[config.mk]
export PLATFORM = sky130hd
export DESIGN_NAME = pipeline_ctrl
export DESIGN_NICKNAME = d
export VERILOG_FILES = /design/src/rtl/pipeline_ctrl_pkg.sv /design/src/rtl/pipeline_ctrl.sv
export SDC_FILE = /design/constraint.sdc
export NUM_CORES = 1
export LEC_CHECK = 0
export CORE_MARGIN = 5
export CORE_UTILIZATION = 46
export CTS_BUF_LIST = sky130_fd_sc_hd__clkbuf_4 sky130_fd_sc_hd__clkbuf_8
export DETAILED_ROUTE_END_ITERATION = 8
export PLACE_DENSITY_LB_ADDON = 0.3
export SETUP_SLACK_MARGIN = 0.3
export SYNTH_ARGS = -nofsm -noshare
export SYNTH_HDL_FRONTEND = slang
export SYNTH_SLANG_ARGS = --single-unit
[constraint.sdc]
create_clock -name clk -period 3.66 [get_ports clk]
set_input_delay 0.366 -clock clk [delete_from_list [all_inputs] [get_ports clk]]
set_output_delay 0.366 -clock clk [all_outputs]
set_load 0.01 [all_outputs]
[src/rtl/pipeline_ctrl_pkg.sv]
// Shared constants for the pipeline controller: exception codes, stall vectors,
// FSM state type and the trap target selection helper.
package pipeline_ctrl_pkg;

  localparam int REG_W = 32;

  localparam logic [31:0] EXC_NONE    = 32'h0;
  localparam logic [31:0] EXC_INT     = 32'h1;
  localparam logic [31:0] EXC_ECALL   = 32'h8;
  localparam logic [31:0] EXC_ILLEGAL = 32'ha;
  localparam logic [31:0] EXC_MRET    = 32'he;

  localparam logic [5:0] STALL_MEM  = 6'b011111;
  localparam logic [5:0] STALL_EX   = 6'b001111;
  localparam logic [5:0] STALL_ID   = 6'b000111;
  localparam logic [5:0] STALL_NONE = 6'b000000;

  typedef enum logic {
    ST_IDLE     = 1'b0,
    ST_WAIT_BUS = 1'b1
  } state_t;

  // mret returns to mepc; every other non-zero code traps to mtvec.
  function automatic logic [REG_W-1:0] trap_target(input logic [31:0] code,
                                                   input logic [REG_W-1:0] mtvec,
                                                   input logic [REG_W-1:0] mepc);
    return (code == EXC_MRET) ? mepc : mtvec;
  endfunction

endpackage

[src/rtl/pipeline_ctrl.sv]
// Pipeline controller: merges stall requests and sequences trap entry / mret.
// Optional stall-cycle counter is enabled by defining PIPE_CTRL_STALL_CNT_EN.
module pipeline_ctrl
  import pipeline_ctrl_pkg::*;
(
  input  logic             clk,
  input  logic             rst,
  input  logic             stallreq_from_if,
  input  logic             stallreq_from_id,
  input  logic             stallreq_from_ex,
  input  logic             stallreq_from_mem,
  input  logic [31:0]      excepttype_i,
  input  logic [REG_W-1:0] csr_mtvec_i,
  input  logic [REG_W-1:0] csr_mepc_i,
  output logic [5:0]       stall,
  output logic             flush,
  output logic [REG_W-1:0] new_pc,
  output logic             trap_busy_o
`ifdef PIPE_CTRL_STALL_CNT_EN
  ,
  output logic [31:0]      stall_cycles_o
`endif
);

  state_t           state_reg;
  logic [REG_W-1:0] pc_q;
  logic             bus_busy;
  logic             has_exc;
  logic [REG_W-1:0] target;

  assign bus_busy = stallreq_from_if | stallreq_from_mem;
  assign has_exc  = (excepttype_i != EXC_NONE);
  assign target   = trap_target(excepttype_i, csr_mtvec_i, csr_mepc_i);

  always_ff @(posedge clk) begin
    if (rst) begin
      state_reg <= ST_IDLE;
      pc_q      <= '0;
    end else begin
      case (state_reg)
        ST_IDLE: begin
          if (has_exc && bus_busy) begin
            state_reg <= ST_WAIT_BUS;
            pc_q      <= target;
          end
        end
        ST_WAIT_BUS: begin
          if (!bus_busy) state_reg <= ST_IDLE;
        end
        default: state_reg <= ST_IDLE;
      endcase
    end
  end

  // Mealy outputs: a trap with the bus idle redirects in the detection cycle.
  always_comb begin
    stall       = STALL_NONE;
    flush       = 1'b0;
    new_pc      = '0;
    trap_busy_o = 1'b0;
    if (!rst) begin
      if (state_reg == ST_WAIT_BUS) begin
        trap_busy_o = 1'b1;
        if (bus_busy) begin
          stall = STALL_MEM;
        end else begin
          flush  = 1'b1;
          new_pc = pc_q;
        end
      end else if (has_exc) begin
        if (bus_busy) begin
          stall = STALL_MEM;
        end else begin
          flush  = 1'b1;
          new_pc = target;
        end
      end else if (stallreq_from_mem) begin
        stall = STALL_MEM;
      end else if (stallreq_from_ex) begin
        stall = STALL_EX;
      end else if (stallreq_from_id || stallreq_from_if) begin
        stall = STALL_ID;
      end
    end
  end

`ifdef PIPE_CTRL_STALL_CNT_EN
  logic [31:0] stall_cycles_reg;

  always_ff @(posedge clk) begin
    if (rst) begin
      stall_cycles_reg <= '0;
    end else if (stall[0] && !flush) begin
      stall_cycles_reg <= stall_cycles_reg + 32'd1;
    end
  end

  assign stall_cycles_o = stall_cycles_reg;
`endif

endmodule

[Word level (Yosys, flattened, before mapping)]
Cells that the tools add are included.
Operators by class
  bitwise operators: 2
  reductions and logical operators: 4
  eq/ne operators: 1
  multiplexer cells: 22
Operators by type and width (number)
  $mux W32: 6
  $eq A32 B4 Y1 const B: 1
  $reduce_bool A32 Y1: 1
  $mux W6: 3
  $mux W5: 2
  $mux W1: 8
  $mux W4: 1
  $mux W3: 1
  $pmux W1 S2: 1
  $reduce_and A2 Y1: 1
  $logic_and A1 B1 Y1: 1
  $logic_or A1 B1 Y1: 1
  $not A1 Y1: 1
  $or A1 B1 Y1: 1
Storage, ports and cells
  output and inout port bits: 40
  word-level logic and storage cells: 31
  register bits after elaboration: 33
  bits of input ports: 102

[Logic depth before layout (Yosys ltp)]
  word-level depth: 7
  gate-level depth with buffers: 7
  mapped depth without buffers: 4

[Worst setup path after synthesis]
OpenSTA, ideal clock, no wires.
  kind: input-to-output
  start: in excepttype_i[12]
  end: out stall[1]
  buffers on the path: 3
  slack: 1.382 ns
  required time: 3.294 ns
  stages: 7
  arrival time: 1.912 ns
  path through: nor4_2 -> and4_1 -> buf_2 -> clkbuf_1 -> o2111ai_1 -> a21oi_1 -> buf_4
Between the ends
  word-level cells in the longest chain between the ends: 4
RTL lines
  start: declaration: line pipeline_ctrl.sv:12  | input logic [31:0] excepttype_i,
  $reduce_bool A32 Y1: line pipeline_ctrl.sv:32  | assign has_exc = (excepttype_i != EXC_NONE);
  $mux W6: line pipeline_ctrl.sv:70  | end else if (has_exc) begin
  $mux W6: line pipeline_ctrl.sv:62  | if (state_reg == ST_WAIT_BUS) begin
  $mux W6: line pipeline_ctrl.sv:61  | if (!rst) begin
  end: declaration: line pipeline_ctrl.sv:15  | output logic [5:0] stall,
Every way passes these cells.

[Final worst setup path]
  start: in excepttype_i[8]
  end: out new_pc[12]
Between the ends
  word-level cells in the longest chain between the ends: 6
  elaborated cells between the ends (all ways): 7
  those cells by class: eq/ne: 1; mux: 5; reduce/logical: 1
RTL lines
  $eq A32 B4 Y1: line pipeline_ctrl_pkg.sv:27  | return (code == EXC_MRET) ? mepc : mtvec;
  $mux W32: line pipeline_ctrl_pkg.sv:27
  $mux W32: line pipeline_ctrl.sv:71  | if (bus_busy) begin
  $mux W32 (*): line pipeline_ctrl.sv:70
  $mux W32 (*): line pipeline_ctrl.sv:62
  $mux W32 (*): line pipeline_ctrl.sv:61
  end: declaration: line pipeline_ctrl.sv:17  | output logic [REG_W-1:0] new_pc,
Every way passes the cells marked *; elsewhere a longest branch is shown, timed or not.

==> results.py <==
metrics = {
    "global_routing": {
        "grt_pass1_wl_um": 18220,
        "grt_pass1_vias": 3780,
        "grt_max_degree": 66,
        "grt.overflow.total": 0,
        "grt_use_total_pct": 25.29,
        "antenna_found_initial": 0,
    },
    "drt": {
        "routed_via_density": 6.409,
        "wirelength_um": 10800,
        "wl_per_cell_um": 18.12,
        "drtIter0Drc": 219,
        "num_vias": 3820,
        "ant_nets": 0,
        "dr.pass1.iters": 6,
        "drc": 0,
    },
    "clock_network": {
        "worstSkewPairLatency_ns": 0.28,
        "cts_tree": "done",
        "cts_setup_buffers": 0,
        "cts-root-buf": "clkbuf_8",
        "clk_pin_slew_worst_paths_ns": 0.07,
        "numCtsBuffers": 5,
        "htree_levels": 2,
        "cts.path.max_buffers": 2,
        "cts_sinks": 33,
    },
    "yosys": {
        "synth_cells": 411,
        "synth_common_cells": "65 x inv_1, 36 x clkbuf_1, 33 x dfxtp_1",
        "syn_area_um2": 3022,
        "synth_top_area_share_pct": 21.86,
        "ys_seq_area_share_pct": 21.86,
        "yosys.area.top_type": "dfxtp_1",
        "async_reset_ff_share_pct": 0,
        "ys_warn_count": 0,
        "syn_nets": 513,
        "yosys_register_bits": 33,
        "synth_edf_count": 0,
        "synth_cell_types": 33,
        "synth.avg_cell_area_um2": 7.352,
        "yosysMostFrequentCell": "inv_1",
        "synthFlopType": "dfxtp_1",
        "synthTopCellsByArea": "dfxtp_1 22%, o41a_1 12%, a221oi_1 9.3%",
    },
    "hold_path": {
        "hold_path.class": "reg2reg",
        "min_path_cells": 2,
    },
    "run": {
        "cap_violations": 0,
    },
    "floorplanning": {
        "rows": 29,
        "die-height_um": 91.05,
        "io_pins": 142,
        "core_area_um2": 6386,
        "die_w_um": 91.05,
        "dieArea_um2": 8290,
        "initial_core_util_pct": 47.32,
    },
    "timing": {
        "tightest_slew_ns": 0.7073,
        "fin_crit_sh_pct": 86.88,
        "finalHoldViolCount": 0,
        "rsz0062_at_grt": "false",
        "fin_worst_skew_ns": 0.009136,
        "fmax_mhz": 314.5,
        "setup_violations": 0,
        "drv_slew": 0,
        "setup_tns_ns": 0,
        "maxSlewHeadroom_pct": 52.85,
        "post-route-min-period_ns": 3.180,
    },
    "setup_path": {
        "worstSetupEndpointType": "primary output",
        "critPathKind": "in2out",
        "slowest_delay_ns": 0.58,
        "crit_cells": 7,
        "cp.arrival_ns": 2.81,
        "critical_path.top_delay_family": "buffers and inverters",
        "crit_slowest_cell": "clkdlybuf4s50_1",
        "cp_cell_sequence": "clkdlybuf4s50_1 > nor4_2 > nand4_1 > buf_6 > o41a_1 > a22oi_1 > clkdlybuf4s50_1",
        "r2r_cells": 4,
        "path_max_fanout": 65,
        "cpMostUsedCell": "clkdlybuf4s50_1",
        "required_ns": 3.29,
        "cp.buffers_inverters": 3,
        "worst_setup_path_start_kind": "input pin",
    },
    "layout": {
        "fillers": 495,
        "area_growth_pct": 50.56,
        "final_cells": 596,
        "drive_gt1_share_pct": 6.358,
        "nets": 620,
        "largest_reg_flops": 32,
        "antennaDiodeCount": 0,
    },
    "place": {
        "portBuffers": 140,
        "gp_congestion": 0.8366,
        "hpwlAfterDp_um": 7559,
        "placedCellCount": 588,
    },
    "pwr": {
        "p_per_area_nw_per_um2": 240.3,
        "leakagePower_uw": 0.001590,
        "vdd_ir_drop_max_mv": 0.1984,
    },
    "status": {
        "status": "finished, final reports clean",
    },
}
layer usage:
layer  global-route usage [%]  part of all wire, %  vias to the layer above
met4                    5.746                  1.3                        0
li1                         -                    -                     1806
met3                    4.463                  8.0                       16
met1                    32.55                   40                     1794
met5                        0                    0                        -
met2                    43.93                   51                      204
kinds of logic (layout without fill, tap and decap cells):
group,Yosys count,after routing,share of synthesized area (%)
compound gates,199,199,50.97
simple gates,57,57,10.35
buf+inv,121,229,16.69
other cells,1,1,0.1241
flops,33,33,21.86
per-stage QoR:
step	cell area, um2	total power, uW	hold WS [ns]	setup slack, ns	utilization (%)
final	4549	1093	0.4689	0.4800	71.24
after global routing	4549	1148	0.4981	0.3381	71.24
after CTS	4542	1093	0.4729	0.4351	71.12
after detailed placement	4422	733.2	0.4593	0.4404	69.24
after global placement	4422	725.2	0.4541	0.4935	69.24
after floorplan	3022	553.6	0.4468	1.382	-
worst register-to-register path: cells and delay by family, from the launching register on:
family	cells	cell delay, ns
compound gates	2	0.65
flops	1	0.35
buf+inv	1	0.25
simple gates	1	0.50
final timing paths:
path | start | to | slack (ns)
max | excepttype_i[8] | new_pc[12] | 0.48
max reg2reg | state_reg | pc_q[1] | 1.82
min reg2reg | pc_q[27] | pc_q[27] | 0.47
min | pc_q[27] | pc_q[27] | 0.47
layout by cell type, fill, tap and decap left out, types with 13 or more instances in the layout:
cell             instances
a221oi_1                32
a22oi_1                 32
a31oi_1                 32
buf_4                   13
clkdlybuf4s50_1        140
dfxtp_1                 33
inv_1                   65
nand2_1                 32
o21ai_0                 32
o31ai_1                 32
o41a_1                  32
timing repair:
action | in CTS | in global routing
resized for setup | 0 | 2
hold buffers | 0 | 0
setup endpoints to repair | 0 | 13
report_power, final:
part | leakage (uW) | switching [uW] | internal [uW]
sequential | 0.000275 | 15.7 | 390
combinational | 0.00125 | 143 | 180
clock | 0.0000619 | 135 | 230
layout make-up:
cell class	count	area, um2	share of cell area [%]
Clock buffer	7	90.09	1.980
Multi-Input combinational cell	257	1887	41.47
Sequential cell	33	660.6	14.52
Clock inverter	1	30.03	0.6601
Timing Repair Buffer	156	1541	33.88
Tap cell	77	96.34	2.118
Inverter	65	244.0	5.363
No activity file was read; power rests on OpenSTA's default activity.
